===== src/rtl/switch_allocator_pkg.sv =====
// Shared NoC router parameters: default port counts, port-index typedefs and
// the round-robin pointer wrap helper.
package noc_params;

  localparam int NOC_INPUT_NUM  = 4;
  localparam int NOC_OUTPUT_NUM = 4;
  localparam int NOC_SEL_SIZE   = (NOC_INPUT_NUM > 1) ? $clog2(NOC_INPUT_NUM) : 1;
  localparam int NOC_OUT_SIZE   = (NOC_OUTPUT_NUM > 1) ? $clog2(NOC_OUTPUT_NUM) : 1;

  typedef logic [NOC_SEL_SIZE-1:0] port_sel_t;
  typedef logic [NOC_OUT_SIZE-1:0] out_port_t;

  function automatic int next_idx(input int idx, input int n);
    return (idx == n - 1) ? 0 : idx + 1;
  endfunction

endpackage


===== src/rtl/switch_allocator_if.sv =====
// Allocator request/grant bundle. The master (input-port side) drives requests;
// the slave (allocator) returns grants and crossbar selects.
interface switch_allocator_if
  import noc_params::*;
#(
  parameter int INPUT_NUM  = NOC_INPUT_NUM,
  parameter int OUTPUT_NUM = NOC_OUTPUT_NUM
);
  localparam int SEL_SIZE = (INPUT_NUM > 1) ? $clog2(INPUT_NUM) : 1;
  localparam int OUT_SIZE = (OUTPUT_NUM > 1) ? $clog2(OUTPUT_NUM) : 1;

  logic [INPUT_NUM-1:0]                 request_i;
  logic [INPUT_NUM-1:0][OUT_SIZE-1:0]   out_port_i;
  logic [INPUT_NUM-1:0]                 tail_i;
  logic [OUTPUT_NUM-1:0]                out_ready_i;
  logic [INPUT_NUM-1:0]                 grant_o;
  logic [OUTPUT_NUM-1:0][SEL_SIZE-1:0]  sel_o;
  logic [OUTPUT_NUM-1:0]                valid_o;

  modport master (output request_i, out_port_i, tail_i, out_ready_i,
                  input  grant_o, sel_o, valid_o);
  modport slave  (input  request_i, out_port_i, tail_i, out_ready_i,
                  output grant_o, sel_o, valid_o);
endinterface


===== src/rtl/switch_allocator_round_robin_arbiter.sv =====
// Single-output round-robin arbiter with optional wormhole lock; holds the
// priority pointer and lock owner for one router output.
module round_robin_arbiter
  import noc_params::*;
#(
  parameter int N = NOC_INPUT_NUM,
  localparam int W = (N > 1) ? $clog2(N) : 1
) (
  input  logic         clk,
  input  logic         rst,
  input  logic [N-1:0] req,
  input  logic         ready,
  input  logic         lock_en,
  input  logic         tail,
  output logic [N-1:0] grant,
  output logic [W-1:0] gnt_idx,
  output logic         gnt_valid,
  output logic         locked_o,
  output logic [W-1:0] owner_o
);
  logic [W-1:0] ptr_q, ptr_d, owner_q, owner_d;
  logic         locked_q, locked_d;
  logic         found;
  logic [W-1:0] win;

  always_comb begin
    int idx;
    idx   = 0;
    found = 1'b0;
    win   = '0;
    if (locked_q) begin
      found = req[owner_q];
      win   = owner_q;
    end else begin
      for (int k = 0; k < N; k++) begin
        idx = (int'(ptr_q) + k) % N;
        if (!found && req[idx]) begin
          found = 1'b1;
          win   = W'(idx);
        end
      end
    end
    gnt_valid = found && ready && !rst;
    gnt_idx   = gnt_valid ? win : '0;
    grant     = '0;
    if (gnt_valid) grant[win] = 1'b1;
  end

  // Kept apart from the grant logic: tail arrives from the top via gnt_idx.
  always_comb begin
    ptr_d    = ptr_q;
    locked_d = locked_q;
    owner_d  = owner_q;
    if (gnt_valid) begin
      if (lock_en && !tail) begin
        locked_d = 1'b1;
        owner_d  = gnt_idx;
      end else begin
        locked_d = 1'b0;
        ptr_d    = W'(next_idx(int'(gnt_idx), N));
      end
    end
  end

  always_ff @(posedge clk) begin
    if (rst) begin
      ptr_q    <= '0;
      locked_q <= 1'b0;
      owner_q  <= '0;
    end else begin
      ptr_q    <= ptr_d;
      locked_q <= locked_d;
      owner_q  <= owner_d;
    end
  end

  assign locked_o = locked_q;
  assign owner_o  = owner_q;
endmodule


===== src/rtl/switch_allocator.sv =====
// Per-output round-robin switch allocator driving the crossbar selects.
// Wormhole locking is built in when SWITCH_ALLOCATOR_WORMHOLE_LOCK_EN is defined.
module switch_allocator
  import noc_params::*;
#(
  parameter int INPUT_NUM  = NOC_INPUT_NUM,
  parameter int OUTPUT_NUM = NOC_OUTPUT_NUM
) (
  input logic               clk,
  input logic               rst,
  switch_allocator_if.slave bus
);
  localparam int SEL_SIZE = (INPUT_NUM > 1) ? $clog2(INPUT_NUM) : 1;
  localparam int OUT_SIZE = (OUTPUT_NUM > 1) ? $clog2(OUTPUT_NUM) : 1;

`ifdef SWITCH_ALLOCATOR_WORMHOLE_LOCK_EN
  localparam logic LOCK_EN = 1'b1;
`else
  localparam logic LOCK_EN = 1'b0;
`endif

  logic [OUTPUT_NUM-1:0][INPUT_NUM-1:0] arb_req, arb_grant;
  logic [OUTPUT_NUM-1:0]                arb_valid, arb_locked, arb_tail;
  logic [OUTPUT_NUM-1:0][SEL_SIZE-1:0]  arb_idx, arb_owner;
  logic [INPUT_NUM-1:0]                 lock_busy;

  always_comb begin
    lock_busy = '0;
    for (int o = 0; o < OUTPUT_NUM; o++)
      for (int i = 0; i < INPUT_NUM; i++)
        if (arb_locked[o] && arb_owner[o] == SEL_SIZE'(i)) lock_busy[i] = 1'b1;
  end

  // A lock owner may only compete at the output it holds.
  always_comb begin
    arb_req = '0;
    for (int o = 0; o < OUTPUT_NUM; o++)
      for (int i = 0; i < INPUT_NUM; i++)
        arb_req[o][i] = bus.request_i[i] && (bus.out_port_i[i] == OUT_SIZE'(o)) &&
                        (!lock_busy[i] || (arb_locked[o] && arb_owner[o] == SEL_SIZE'(i)));
  end

  always_comb begin
    arb_tail = '0;
    for (int o = 0; o < OUTPUT_NUM; o++) arb_tail[o] = bus.tail_i[arb_idx[o]];
  end

  for (genvar o = 0; o < OUTPUT_NUM; o++) begin : g_out
    round_robin_arbiter #(.N(INPUT_NUM)) u_arb (
      .clk       (clk),
      .rst       (rst),
      .req       (arb_req[o]),
      .ready     (bus.out_ready_i[o]),
      .lock_en   (LOCK_EN),
      .tail      (arb_tail[o]),
      .grant     (arb_grant[o]),
      .gnt_idx   (arb_idx[o]),
      .gnt_valid (arb_valid[o]),
      .locked_o  (arb_locked[o]),
      .owner_o   (arb_owner[o])
    );
  end

  always_comb begin
    bus.grant_o = '0;
    for (int o = 0; o < OUTPUT_NUM; o++) bus.grant_o = bus.grant_o | arb_grant[o];
  end

  assign bus.sel_o   = arb_idx;
  assign bus.valid_o = arb_valid;
endmodule


===== src/flat_wrapper.sv =====
// flat-port wrapper written by rule: the top's interface ports become plain ports
module switch_allocator_flat import noc_params::*;
#(
  parameter int INPUT_NUM  = NOC_INPUT_NUM,
  parameter int OUTPUT_NUM = NOC_OUTPUT_NUM
)
  (clk, rst, bus_request_i, bus_out_port_i, bus_tail_i, bus_out_ready_i, bus_grant_o, bus_sel_o, bus_valid_o);
  switch_allocator_if #(.INPUT_NUM(INPUT_NUM), .OUTPUT_NUM(OUTPUT_NUM)) bus_i ();
  input logic clk;
  input logic rst;
  input wire logic [$bits(bus_i.request_i)-1:0] bus_request_i;
  input wire logic [$bits(bus_i.out_port_i)-1:0] bus_out_port_i;
  input wire logic [$bits(bus_i.tail_i)-1:0] bus_tail_i;
  input wire logic [$bits(bus_i.out_ready_i)-1:0] bus_out_ready_i;
  output wire logic [$bits(bus_i.grant_o)-1:0] bus_grant_o;
  output wire logic [$bits(bus_i.sel_o)-1:0] bus_sel_o;
  output wire logic [$bits(bus_i.valid_o)-1:0] bus_valid_o;
  assign bus_i.request_i = bus_request_i;
  assign bus_i.out_port_i = bus_out_port_i;
  assign bus_i.tail_i = bus_tail_i;
  assign bus_i.out_ready_i = bus_out_ready_i;
  assign bus_grant_o = bus_i.grant_o;
  assign bus_sel_o = bus_i.sel_o;
  assign bus_valid_o = bus_i.valid_o;
  switch_allocator #(.INPUT_NUM(INPUT_NUM), .OUTPUT_NUM(OUTPUT_NUM)) u_core (.clk(clk), .rst(rst), .bus(bus_i));
endmodule

===== config.mk =====
export PLATFORM = sky130hd
export DESIGN_NAME = switch_allocator_flat
export DESIGN_NICKNAME = d
export VERILOG_FILES = /design/src/rtl/switch_allocator_pkg.sv /design/src/rtl/switch_allocator_if.sv /design/src/rtl/switch_allocator_round_robin_arbiter.sv /design/src/rtl/switch_allocator.sv /design/src/flat_wrapper.sv
export SDC_FILE = /design/constraint.sdc
export NUM_CORES = 1
export LEC_CHECK = 0
export CAP_MARGIN = 40
export CORE_ASPECT_RATIO = 1.2
export CORE_UTILIZATION = 38
export CTS_CLUSTER_SIZE = 20
export DETAILED_ROUTE_END_ITERATION = 7
export MAX_ROUTING_LAYER = met4
export PLACE_DENSITY = 0.61
export SLEW_MARGIN = 20
export SYNTH_ARGS = -nofsm -noshare
export SYNTH_HDL_FRONTEND = slang
export SYNTH_HIERARCHICAL = 1
export SYNTH_SLANG_ARGS = --single-unit

===== constraint.sdc =====
create_clock -name clk -period 4.85 [get_ports clk]
set_clock_uncertainty 0.1 [all_clocks]
set_input_delay 0.7275 -clock clk [delete_from_list [all_inputs] [get_ports clk]]
set_output_delay 0.7275 -clock clk [all_outputs]
set_load 0.005 [all_outputs]

Yosys cells after proc, flatten, opt, wreduce, memory -nomap -nowiden. Index checks and enable logic that the tools add are counted.

Register bits: 8. Input bits: 22. Word-level logic and storage cells: 240.

Add/sub/neg operators: 16. Order comparisons: 24. Eq/ne operators: 16. Multiplexer cells: 96. Bitwise logic cells: 15. Reductions and logical operators: 69.

Operators by type and width (number): $lt 3x4->1 const B (12); $mux 1 (48); $mux 2 (24); $logic_and 1x1->1 (40); $bmux 1 s2 (16); $lt 2x3->1 const B (8); $reduce_or 2->1 (12); $add 2x1->2 const B (8); $add 2x2->2 const B (8); $eq 2x1->1 const B (8); $eq 2x2->1 const B (8); $mux 4 (4); $logic_not 1->1 (13); $and 1x1->1 const A (12); $or 4x4->4 (3); $demux 1 s2 (4); $ge 2x1->1 const B (4); $logic_not 2->1 (4).

Depth between registers and ports, before layout.
Depth after elaboration: 22. Depth in mapped cells: 13.

Modules after synthesis. Netlist, hierarchy kept.

Modules (own cells, without submodules): round_robin_arbiter at u_core.g_out[0].u_arb ... (times used 3, cells an instance 60, area each 511.7 um^2, sequential area each 100.1 um^2); switch_allocator (times used 1, cells an instance 73, area each 543.0 um^2, sequential area each 0.0 um^2); round_robin_arbiter at u_core.g_out[3].u_arb (times used 1, cells an instance 54, area each 417.9 um^2, sequential area each 100.1 um^2).

Least setup slack after synthesis. No wires, ideal clock.

Kind: input to output. Start: input bus_out_port_i[6]. End: output bus_grant_o[2]. Arrival: 3.022 ns. Path slack: 1.000 ns. Cell stages on the path: 6. Buffers on the path: 0. Cells stage by stage: a2111oi_0 -> o221ai_1 -> a211oi_1 -> nor2_1 -> and2_1 -> or4_1.

RTL lines: start, declared (RTL line flat_wrapper.sv:12) `input wire logic [$bits(bus_i.out_port_i)-1:0] bus_out_port_i;`; end, declared (RTL line flat_wrapper.sv:15) `output wire logic [$bits(bus_i.grant_o)-1:0] bus_grant_o;`.

==> flow_summary.json <==
{
  "reg2reg_from": "u_core/g_out[2].u_arb/locked_o$_SDFFE_PP0P_",
  "crit_chain": "clkdlybuf4s50_1, nand3b_1, a21oi_1, and2b_2, o211ai_1, a221oi_4, and2_4, and2_1, or4_1, clkdlybuf4s50_1",
  "dr_total_vias": 2559,
  "path_buf_inv": 2,
  "seq_area_frac_synth": 0.160,
  "clockRootBuffer": "clkbuf_8",
  "status": "finished clean",
  "synth_edf_count": 0,
  "powerDensity_mw_per_mm2": 176,
  "drive_above_1_share": 0.219,
  "total_power_uw": 556,
  "dieArea_mm2": 0.00690,
  "critPathTopFamily": "simple AND/OR/NAND/NOR gates",
  "cts_tree": "done",
  "rows": 32,
  "tns_ns": 0,
  "gr-total-overflow": 0,
  "holdWs_ns": 0.448,
  "track_usage": 0.216,
  "maxCapViolCount": 0,
  "start_util": 0.390,
  "clk_pin_slew_ns": 0.07,
  "layout_min_cycle_time_ns": 4.68,
  "critPathSlowestCell": "clkdlybuf4s50_1",
  "cpMostUsedCell": "clkdlybuf4s50_1",
  "crit_fanout": 7,
  "wire_per_inst_um": 15.9,
  "relSlewSlack": 0.592,
  "cp-startpoint": "bus_out_port_i[0]",
  "drt_iter0_drc": 131,
  "worstHoldStart": "u_core/g_out[0].u_arb/ptr_q[0]$_SDFFE_PP0P_",
  "finalInstanceArea_mm2": 0.00316,
  "htreeDepth": 1,
  "final_nets": 383,
  "ys.flop_type": "dfxtp_1",
  "area_growth_syn_to_layout_pct": 26.7,
  "grt_pass1_vias": 2529,
  "gp_congestion": 0.860,
  "async_reset_ff_frac": 0,
  "synthCells": 307,
  "ys_ff_latch": 20,
  "cts_hold_buf": 0,
  "antennaDiodeCount": 0,
  "ir_worst_vdd_uv": 145,
  "io_pins": 38,
  "clockBufferDepth": 2,
  "drc": 0,
  "synth_area_mm2": 0.00250,
  "ys_warn_count": 6,
  "port_buffers": 37,
  "preCtsSetupSlack_ns": 0.104,
  "hpwl_um": 5650,
  "crit_path_end_kind": "primary output",
  "timing.final.crit_share": 0.966,
  "antenna_found_initial": 0,
  "crit_arrival_ns": 3.86,
  "final_cell_mix": "37 x clkdlybuf4s50_1, 28 x inv_1, 27 x nor2_1",
  "drt_wl_total_um": 7060,
  "clock_latency_ns": 0.26,
  "startpoint_type": "input port",
  "crit_type": "input port to primary output",
  "leakage_nw": 1.18,
  "numCtsBuffers": 3,
  "synth_cell_types": 56,
  "core_mm2": 0.00641,
  "place_area_mm2": 0.00306,
  "drv_slew": 0,
  "ant_nets": 0,
  "finalHoldViolCount": 0,
  "fin_ws_ns": 0.165,
  "synth_area_per_cell_um2": 8.13,
  "dieWidth_um": 76.0,
  "crit_path_max_incr_delay_ns": 0.59,
  "hold_path.class": "flop to flop",
  "tightestPinTransition_ns": 0.611,
  "fmaxAchievable_mhz": 213,
  "rsz0062_at_grt": "false",
  "grt_max_degree": 15,
  "final-setup-viol-count": 0,
  "final_common_cell": "clkdlybuf4s50_1",
  "grt_pass1_wl_um": 11800,
  "cts_sinks": 20,
  "dr.pass1.iters": 4,
  "vias_per_cell": 5.75,
  "die_y_um": 90.8,
  "required_ns": 4.02
}
-- per-stage QoR --
| step | instances | util |
|---|---|---|
| 2_1_floorplan | 310 | - |
| 3_3_place_gp | 441 | 0.477 |
| 3_5_place_dp | 441 | 0.477 |
| 4_1_cts | 445 | 0.488 |
| 5_1_grt | 445 | 0.494 |
| 6_report | 445 | 0.494 |
-- final timing paths --
kind,end,slack [ns],depth (start not counted)
setup / recovery,bus_grant_o[2],0.17,10
hold / removal,u_core/g_out[0].u_arb/ptr_q[0]$_SDFFE_PP0P_,0.45,2
setup reg to reg,u_core/g_out[0].u_arb/ptr_q[0]$_SDFFE_PP0P_,1.88,10
hold reg to reg,u_core/g_out[0].u_arb/ptr_q[0]$_SDFFE_PP0P_,0.45,2
-- metal layers --
metal | wire [um] | track usage
met2 | 3470 | 0.367
met4 | 166 | 0.0962
met5 | 0 | -
met1 | 3190 | 0.253
met3 | 225 | 0.0273
-- report_power, final --
part / switching [mW] / internal [mW] / total, mW
Clock: 0.0573 / 0.110 / 0.167
Sequential: 0.0106 / 0.171 / 0.181
Combinational: 0.106 / 0.101 / 0.208
Total: 0.174 / 0.382 / 0.556
-- kinds of logic after synthesis --
logic type      Yosys count  synth area share
mux                       9            0.0777
compound gates           81             0.307
xor+xnor                  1           0.00351
flops                    20             0.160
simple gates            163             0.402
buf+inv                  32            0.0481
other cells               1           0.00150
-- layout make-up --
| class | count | area (um2) |
|---|---|---|
| clock buffer | 3 | 41.3 |
| timing repair buffer | 47 | 445 |
| multi-input combinational | 258 | 2020 |
| fill | 638 | 3240 |
| clock inverter | 1 | 30.0 |
| inverter | 31 | 116 |
| tap | 85 | 106 |
| sequential | 20 | 400 |
-- timing repair --
action | CTS | global route
gates resized for setup | 0 | 6
setup endpoints to repair | 0 | 3
setup buffers | 0 | 0
-- state kept, by name, indices dropped and copies added, names as in the netlist --
signal	cells
u_core/g_out.u_arb/locked_o	4
u_core/g_out.u_arb/owner_o	8
u_core/g_out.u_arb/ptr_q	8
-- worst register-to-register path: stages, from the launching register on --
cell	delay, ns
dfxtp_1	0.35
buf_4	0.18
nand3b_1	0.19
nand3_1	0.14
a2111oi_2	0.65
mux4_2	0.40
o221ai_4	0.12
buf_4	0.17
nand2b_4	0.15
or3_1	0.32
a21oi_2	0.11
-- cells in the mapped netlist (all sizes together), types with 2 or more instances --
| cell type | instances | area (um2) |
|---|---|---|
| a2111oi | 4 | 66.3 |
| a211o | 3 | 30.0 |
| a211oi | 14 | 105 |
| a21boi | 3 | 33.8 |
| a21oi | 26 | 153 |
| a221oi | 3 | 78.8 |
| a311oi | 2 | 17.5 |
| and2 | 6 | 45.1 |
| and2b | 7 | 56.3 |
| and3 | 6 | 41.3 |
| dfxtp | 20 | 400 |
| inv | 31 | 116 |
| mux4 | 8 | 184 |
| nand2 | 25 | 93.8 |
| nand2b | 5 | 53.8 |
| nand3 | 26 | 135 |
| nand3b | 15 | 113 |
| nand4bb | 6 | 67.6 |
| nor2 | 28 | 108 |
| nor2b | 4 | 25.0 |
| nor3 | 10 | 76.3 |
| o211a | 3 | 30.0 |
| o211ai | 4 | 35.0 |
| o21ai | 4 | 20.0 |
| o221ai | 10 | 140 |
| o31ai | 3 | 37.5 |
| or2 | 6 | 37.5 |
| or2b | 3 | 26.3 |
| or3 | 6 | 37.5 |
| or3b | 4 | 37.5 |
| or4 | 5 | 37.5 |
Power figures use the tool's default switching activity.
